<file path="src/rtl/fovea_param_scheduler_pkg.sv">
// Shared types and constants for the foveated decoder parameter scheduler.
// Optional build macro: GAZE_SMOOTH_EN.
package fovea_pkg;

    localparam int GAZE_W   = 11;
    localparam int RADIUS_W = 12;
    localparam int THRES_W  = 24;

    localparam int H_ACTIVE_DEF     = 1920;
    localparam int V_ACTIVE_DEF     = 1080;
    localparam int STALE_FRAMES_DEF = 8;

    localparam logic [GAZE_W-1:0] CENTRE_X_DEF = GAZE_W'(H_ACTIVE_DEF / 2);
    localparam logic [GAZE_W-1:0] CENTRE_Y_DEF = GAZE_W'(V_ACTIVE_DEF / 2);

    typedef enum logic [2:0] {
        S_IDLE,
        S_ARM,
        S_LATCH,
        S_SQ0,
        S_SQ1,
        S_SQ2,
        S_WAIT_RDY,
        S_COMMIT
    } state_t;

endpackage

</file>
<file path="src/rtl/fovea_param_scheduler_if.sv">
// Gaze sample stream from the eye tracker: valid/ready handshake.
// The tracker side is the master, the scheduler the slave.
interface fovea_param_scheduler_if;
    import fovea_pkg::*;

    logic              valid;
    logic [GAZE_W-1:0] x;
    logic [GAZE_W-1:0] y;
    logic              ready;

    modport master (output valid, output x, output y, input ready);
    modport slave  (input valid, input x, input y, output ready);

endinterface

</file>
<file path="src/rtl/fovea_param_scheduler_squarer.sv">
// Registered unsigned squarer, one-cycle latency.
// Time-shared by the scheduler across the three radii.
module fovea_squarer
    import fovea_pkg::*;
(
    input  logic                i_clk,
    input  logic [RADIUS_W-1:0] a,
    output logic [THRES_W-1:0]  sq
);

    always_ff @(posedge i_clk) begin
        sq <= a * a;
    end

endmodule

</file>
<file path="src/rtl/fovea_param_scheduler.sv">
// Frame-synchronous gaze/threshold parameter scheduler for the foveated decoder.
// Build macro GAZE_SMOOTH_EN enables 2-tap averaging of accepted gaze samples.
module fovea_param_scheduler
    import fovea_pkg::*;
#(
    parameter int H_ACTIVE     = H_ACTIVE_DEF,
    parameter int V_ACTIVE     = V_ACTIVE_DEF,
    parameter int STALE_FRAMES = STALE_FRAMES_DEF
) (
    input  logic                i_clk,
    input  logic                i_rst,
    fovea_param_scheduler_if.slave gaze,
    input  logic [RADIUS_W-1:0] i_radius_1,
    input  logic [RADIUS_W-1:0] i_radius_2,
    input  logic [RADIUS_W-1:0] i_radius_3,
    input  logic                i_sof,
    input  logic                i_param_ready,
    output logic [GAZE_W-1:0]   o_gaze_x,
    output logic [GAZE_W-1:0]   o_gaze_y,
    output logic [THRES_W-1:0]  o_thres_1,
    output logic [THRES_W-1:0]  o_thres_2,
    output logic [THRES_W-1:0]  o_thres_3,
    output logic                o_update,
    output logic                o_stale
);

    localparam logic [GAZE_W-1:0] X_MAX = GAZE_W'(H_ACTIVE - 1);
    localparam logic [GAZE_W-1:0] Y_MAX = GAZE_W'(V_ACTIVE - 1);
    localparam logic [GAZE_W-1:0] CX    = GAZE_W'(H_ACTIVE / 2);
    localparam logic [GAZE_W-1:0] CY    = GAZE_W'(V_ACTIVE / 2);
    localparam int                CNT_W = $clog2(STALE_FRAMES + 1);
    localparam logic [CNT_W-1:0]  CNT_MAX  = CNT_W'(STALE_FRAMES);
    localparam logic [CNT_W-1:0]  CNT_LAST = CNT_W'(STALE_FRAMES - 1);

    state_t              state;
    logic                sof_q;
    logic                sof_rise;
    logic                accept;
    logic [GAZE_W-1:0]   cx;
    logic [GAZE_W-1:0]   cy;
    logic [GAZE_W-1:0]   nx;
    logic [GAZE_W-1:0]   ny;
    logic [GAZE_W-1:0]   pend_x;
    logic [GAZE_W-1:0]   pend_y;
    logic [GAZE_W-1:0]   sh_x;
    logic [GAZE_W-1:0]   sh_y;
    logic [RADIUS_W-1:0] sh_r2;
    logic [RADIUS_W-1:0] sh_r3;
    logic [THRES_W-1:0]  sh_t1;
    logic [THRES_W-1:0]  sh_t2;
    logic [THRES_W-1:0]  sh_t3;
    logic [RADIUS_W-1:0] sq_in;
    logic [THRES_W-1:0]  sq_q;
    logic [CNT_W-1:0]    stale_cnt;
    logic                acc_since;
    logic                idle_frame;
    logic                stale_hit;

    assign sof_rise   = i_sof && !sof_q;
    assign gaze.ready = (state != S_IDLE) && (state != S_LATCH);
    assign accept     = gaze.valid && gaze.ready;
    assign cx         = (gaze.x > X_MAX) ? X_MAX : gaze.x;
    assign cy         = (gaze.y > Y_MAX) ? Y_MAX : gaze.y;
    assign idle_frame = sof_rise && !accept && !acc_since;
    assign stale_hit  = idle_frame && (stale_cnt == CNT_LAST);

`ifdef GAZE_SMOOTH_EN
    logic              have;
    logic [GAZE_W:0]   sum_x;
    logic [GAZE_W:0]   sum_y;

    assign sum_x = {1'b0, pend_x} + {1'b0, cx} + (GAZE_W+1)'(1);
    assign sum_y = {1'b0, pend_y} + {1'b0, cy} + (GAZE_W+1)'(1);
    // A fresh track (post-reset or after timeout) has no history to blend with.
    assign nx    = (have && !o_stale) ? sum_x[GAZE_W:1] : cx;
    assign ny    = (have && !o_stale) ? sum_y[GAZE_W:1] : cy;

    always_ff @(posedge i_clk) begin
        if (i_rst)       have <= 1'b0;
        else if (accept) have <= 1'b1;
    end
`else
    assign nx = cx;
    assign ny = cy;
`endif

    // Feed the squarer one state early so each result lands as SQn retires.
    always_comb begin
        sq_in = i_radius_1;
        unique case (state)
            S_SQ0:   sq_in = sh_r2;
            S_SQ1:   sq_in = sh_r3;
            default: sq_in = i_radius_1;
        endcase
    end

    fovea_squarer u_sq (
        .i_clk (i_clk),
        .a     (sq_in),
        .sq    (sq_q)
    );

    always_ff @(posedge i_clk) begin
        if (i_rst) begin
            state     <= S_IDLE;
            sof_q     <= 1'b0;
            pend_x    <= CX;
            pend_y    <= CY;
            sh_x      <= CX;
            sh_y      <= CY;
            sh_r2     <= '0;
            sh_r3     <= '0;
            sh_t1     <= '0;
            sh_t2     <= '0;
            sh_t3     <= '0;
            stale_cnt <= '0;
            acc_since <= 1'b0;
            o_gaze_x  <= CX;
            o_gaze_y  <= CY;
            o_thres_1 <= '0;
            o_thres_2 <= '0;
            o_thres_3 <= '0;
            o_update  <= 1'b0;
            o_stale   <= 1'b0;
        end else begin
            sof_q    <= i_sof;
            o_update <= 1'b0;

            if (accept) begin
                pend_x    <= nx;
                pend_y    <= ny;
                stale_cnt <= '0;
                o_stale   <= 1'b0;
            end else if (stale_hit) begin
                pend_x    <= CX;
                pend_y    <= CY;
                stale_cnt <= CNT_MAX;
                o_stale   <= 1'b1;
            end else if (idle_frame && stale_cnt != CNT_MAX) begin
                stale_cnt <= stale_cnt + 1'b1;
            end

            if (sof_rise)    acc_since <= 1'b0;
            else if (accept) acc_since <= 1'b1;

            unique case (state)
                S_IDLE: state <= S_ARM;
                S_ARM: begin
                    if (sof_rise) state <= S_LATCH;
                end
                S_LATCH: begin
                    sh_x  <= pend_x;
                    sh_y  <= pend_y;
                    sh_r2 <= i_radius_2;
                    sh_r3 <= i_radius_3;
                    state <= S_SQ0;
                end
                S_SQ0: begin
                    sh_t1 <= sq_q;
                    state <= S_SQ1;
                end
                S_SQ1: begin
                    sh_t2 <= sq_q;
                    state <= S_SQ2;
                end
                S_SQ2: begin
                    sh_t3 <= sq_q;
                    state <= S_WAIT_RDY;
                end
                S_WAIT_RDY: begin
                    if (i_param_ready) begin
                        o_gaze_x  <= sh_x;
                        o_gaze_y  <= sh_y;
                        o_thres_1 <= sh_t1;
                        o_thres_2 <= sh_t2;
                        o_thres_3 <= sh_t3;
                        o_update  <= 1'b1;
                        state     <= S_COMMIT;
                    end
                end
                S_COMMIT: state <= S_ARM;
                default:  state <= S_IDLE;
            endcase
        end
    end

endmodule

</file>
<file path="src/flat_wrapper.sv">
// flat-port wrapper written by rule: the top's interface ports become plain ports
module fovea_param_scheduler_flat import fovea_pkg::*;
#(
    parameter int H_ACTIVE     = H_ACTIVE_DEF,
    parameter int V_ACTIVE     = V_ACTIVE_DEF,
    parameter int STALE_FRAMES = STALE_FRAMES_DEF
)
  (i_clk, i_rst, i_radius_1, i_radius_2, i_radius_3, i_sof, i_param_ready, o_gaze_x, o_gaze_y, o_thres_1, o_thres_2, o_thres_3, o_update, o_stale, gaze_valid, gaze_x, gaze_y, gaze_ready);
  fovea_param_scheduler_if gaze_i ();
  input  logic i_clk;
  input  logic i_rst;
  input  logic [RADIUS_W-1:0] i_radius_1;
  input  logic [RADIUS_W-1:0] i_radius_2;
  input  logic [RADIUS_W-1:0] i_radius_3;
  input  logic i_sof;
  input  logic i_param_ready;
  output logic [GAZE_W-1:0] o_gaze_x;
  output logic [GAZE_W-1:0] o_gaze_y;
  output logic [THRES_W-1:0] o_thres_1;
  output logic [THRES_W-1:0] o_thres_2;
  output logic [THRES_W-1:0] o_thres_3;
  output logic o_update;
  output logic o_stale;
  input wire logic [$bits(gaze_i.valid)-1:0] gaze_valid;
  input wire logic [$bits(gaze_i.x)-1:0] gaze_x;
  input wire logic [$bits(gaze_i.y)-1:0] gaze_y;
  output wire logic [$bits(gaze_i.ready)-1:0] gaze_ready;
  assign gaze_i.valid = gaze_valid;
  assign gaze_i.x = gaze_x;
  assign gaze_i.y = gaze_y;
  assign gaze_ready = gaze_i.ready;
  fovea_param_scheduler #(.H_ACTIVE(H_ACTIVE), .V_ACTIVE(V_ACTIVE), .STALE_FRAMES(STALE_FRAMES)) u_core (.i_clk(i_clk), .i_rst(i_rst), .gaze(gaze_i), .i_radius_1(i_radius_1), .i_radius_2(i_radius_2), .i_radius_3(i_radius_3), .i_sof(i_sof), .i_param_ready(i_param_ready), .o_gaze_x(o_gaze_x), .o_gaze_y(o_gaze_y), .o_thres_1(o_thres_1), .o_thres_2(o_thres_2), .o_thres_3(o_thres_3), .o_update(o_update), .o_stale(o_stale));
endmodule
</file>
<file path="config.mk">
export PLATFORM = sky130hd
export DESIGN_NAME = fovea_param_scheduler_flat
export DESIGN_NICKNAME = d
export VERILOG_FILES = /design/src/rtl/fovea_param_scheduler_pkg.sv /design/src/rtl/fovea_param_scheduler_if.sv /design/src/rtl/fovea_param_scheduler_squarer.sv /design/src/rtl/fovea_param_scheduler.sv /design/src/flat_wrapper.sv
export SDC_FILE = /design/constraint.sdc
export NUM_CORES = 1
export LEC_CHECK = 0
export CAP_MARGIN = 15
export CORE_MARGIN = 2
export CORE_UTILIZATION = 35
export CTS_CLUSTER_SIZE = 14
export DETAILED_ROUTE_END_ITERATION = 10
export MAX_ROUTING_LAYER = met4
export SLEW_MARGIN = 15
export SYNTH_ARGS = -nofsm -noshare
export SYNTH_HDL_FRONTEND = slang
export SYNTH_SLANG_ARGS = --single-unit
export TNS_END_PERCENT = 1
</file>
<file path="constraint.sdc">
create_clock -name i_clk -period 19.6 [get_ports i_clk]
set_input_delay 1.96 -clock i_clk [delete_from_list [all_inputs] [get_ports i_clk]]
set_output_delay 1.96 -clock i_clk [all_outputs]
set_load 0.01 [all_outputs]
</file>
==> reports/results.ini <==
[global_routing]
track_usage_pct=17.9
grt_max_degree=92
antenna_found_initial=0
grt_overflow_total=0
grt_pass1_wl_mm=54.8
first_global_vias=10800

[drt]
drt_wl_total_mm=33.6
drc=0
wl_per_cell_um=15.0
ant_nets=0
via_per_inst=4.75
drt_iter0_markers=500
dr.pass1.iters=5
vias=10700

[synth]
syn-instance-count=1617
ys_async_sr_fraction_pct=0
ys_ff_latch=262
synth_edf_count=0
yosysSeqAreaShare_pct=39.6
yosysWarnings=0
ys_types=62
synth_area_mm2=0.0133
synth_flop_cell=dfxtp_1
avgSynthCellArea_um2=8.20

[critical_path]
path_class=input port to flip-flop
crit_path_start_kind=input port
reg2reg_depth=22
crit_path_end_kind=flip-flop
cp_max_fo=8
critPathRequiredTime_ns=20.07
cp_data_arrival_time_ns=8.06

[flow_run]
cap_violations=0

[min_path]
hold_class=flip-flop to flip-flop
min_path_cells=2

[floorplanning]
boundaryPins=160
die_x_um=199
die-area_mm2=0.0395
coreArea_mm2=0.0375
start_util_pct=35.4
rows=71
die_h_um=199

[clock_tree]
cts-buffers-inserted=27
root_buffer=clkbuf_16
cts_tree=built
cts_sinks=262
clock_latency_ns=0.55
cts_buffer_depth=3
ctsResizeCount=0
ctsHoldBuffers=0
h-tree-depth=1
cts.clk_slew.worst_paths_ns=0.06
post_cts_buffers=0

[cells_and_area]
area_growth_pct=21.0
antenna_cells=0
stdcell_count=2247
final_nets=1927
layout-drive-gt1-share_pct=4.09

[timing]
finalSetupViolations=0
min_period_ns=7.58
tns_ns=0
slew_headroom_pct=30.6
fin_skew_ns=0.0261
timing.final.crit_share_pct=38.7
slew_viol_final=0
hold_viol=0
tightest_slew_ns=1.04
rsz0062_at_grt=no
fmax_mhz=132

[place]
port_buffers=156
placed_cells=2203
gp_congestion=0.848
hpwl_mm=24.4

[run_status]
status=finished clean

[power_and_ir_drop]
total_power_uw=2870
powerDensity_mw_per_mm2=179
irDropWorstVdd_mv=0.191
p_leak_uw=0.00652

==> state kept, by name (all words and copies together) (netlist names), 4 cells and up <==
signal	flops
u_core.o_thres_1	23
u_core.o_thres_2	23
u_core.o_thres_3	23
u_core.sh_t1	23
u_core.sh_t2	23
u_core.sh_t3	23
u_core.u_sq.sq	23
u_core.sh_r2	12
u_core.sh_r3	12
u_core.o_gaze_x	11
u_core.o_gaze_y	11
u_core.pend_x	11
u_core.pend_y	11
u_core.sh_x	11
u_core.sh_y	11
u_core.stale_cnt	4
==> per-layer routing <==
layer	global-route usage [%]	vias to the layer above	share of wire [%]
met5	-	-	0
met1	21.8	5098	44
met4	4.75	0	1.9
met3	1.88	45	3.7
li1	-	5340	-
met2	31.5	188	51
==> placed cells by master, fill, tap and decap left out, drive strengths merged, types with 4 or more instances in the layout <==
cell type / Yosys / final
buf: 18 / 12
nand2b: 11 / 11
ha: 61 / 61
a21o: 12 / 12
nand2: 485 / 485
xor2: 8 / 8
o21ai: 20 / 20
dfxtp: 262 / 262
o22a: 4 / 4
clkdlybuf4s50: 0 / 155
o21a: 5 / 5
fa: 82 / 82
nor2: 73 / 73
nand3b: 16 / 16
mux2: 5 / 5
mux2i: 12 / 12
and3: 5 / 5
nor3: 6 / 6
clkbuf: 76 / 34
clkinv: 1 / 6
and2: 4 / 4
xnor2: 15 / 15
a21oi: 218 / 218
nor2b: 4 / 4
inv: 160 / 161
nand3: 4 / 4
a22o: 6 / 6
==> path summary, 6_finish.rpt <==
kind,from,endpoint,slack (ns)
setup reg to reg,u_core.state[1],u_core.u_sq.sq[20],12.09
setup / recovery,i_radius_1[9],u_core.u_sq.sq[22],12.02
hold / removal,u_core.pend_y[1],u_core.pend_y[1],0.44
hold reg to reg,u_core.pend_y[1],u_core.pend_y[1],0.44
==> through the flow <==
| stage | utilization, % | hold slack (ns) | setup slack [ns] | instance area (um^2) |
|---|---|---|---|---|
| floorplan | - | 0.415 | 12.36 | 13300 |
| global placement | 40.5 | 0.431 | 11.55 | 15200 |
| detailed placement | 40.5 | 0.433 | 11.45 | 15200 |
| CTS | 42.8 | 0.441 | 12.03 | 16000 |
| global route | 42.8 | 0.463 | 11.50 | 16000 |
| finish | 42.8 | 0.441 | 12.02 | 16000 |
==> final cells by class <==
type	instances	area (um^2)
clock buffers	34	712
clock inverters	10	143
fillers	3774	21400
repair buffers	167	1650
flip-flops and latches	262	5250
inverters	161	604
well taps	511	639
multi-input cells	1102	7060
==> cells in the mapped netlist (5+ instances only) <==
| master | count | share of area [%] |
|---|---|---|
| o21ai_0 | 17 | 0.64 |
| xor2_1 | 8 | 0.53 |
| nand3b_1 | 16 | 0.91 |
| clkbuf_1 | 76 | 2.2 |
| mux2i_1 | 12 | 0.91 |
| buf_2 | 12 | 0.45 |
| mux2_2 | 5 | 0.42 |
| a21o_1 | 12 | 0.68 |
| nand2b_1 | 11 | 0.52 |
| nand2_1 | 485 | 14 |
| a22o_1 | 6 | 0.40 |
| ha_1 | 61 | 5.8 |
| inv_1 | 159 | 4.5 |
| o21a_1 | 5 | 0.28 |
| a21oi_1 | 215 | 8.1 |
| nor3_1 | 6 | 0.23 |
| fa_1 | 82 | 12 |
| xnor2_1 | 15 | 0.99 |
| dfxtp_1 | 262 | 40 |
| nor2_1 | 73 | 2.1 |
==> power breakdown <==
group          switching, uW  internal [uW]
clock network            208            296
logic                    996            699
registers               58.5            611
==> critical path, stage by stage <==
cell and delay (ns):
clkdlybuf4s50_1 0.42, mux2_2 0.27, o21ai_2 0.33, clkinv_1 0.36
nand2_1 0.21, inv_1 0.07, fa_1 0.48, inv_1 0.06
fa_1 0.53, inv_1 0.06, fa_1 0.50, fa_1 0.55
inv_1 0.05, fa_1 0.53, inv_1 0.04, ha_1 0.34
a21oi_1 0.16, nor2b_1 0.09, or4_1 0.47, o22a_1 0.22
a31oi_1 0.20, xnor2_1 0.15
==> cell families after synthesis <==
| family | Yosys count | synth area share (%) |
|---|---|---|
| AO/OA/AOI/OAI | 296 | 13.0 |
| AND/OR/NAND/NOR | 620 | 19.0 |
| multiplexers | 17 | 1.33 |
| buffers and inverters | 255 | 7.42 |
| other | 1 | 0.0283 |
| flip-flops | 262 | 39.6 |
| adder cells (fa/ha/maj) | 143 | 18.1 |
| XOR/XNOR | 23 | 1.52 |
No activity file was read; power rests on OpenSTA's default activity.
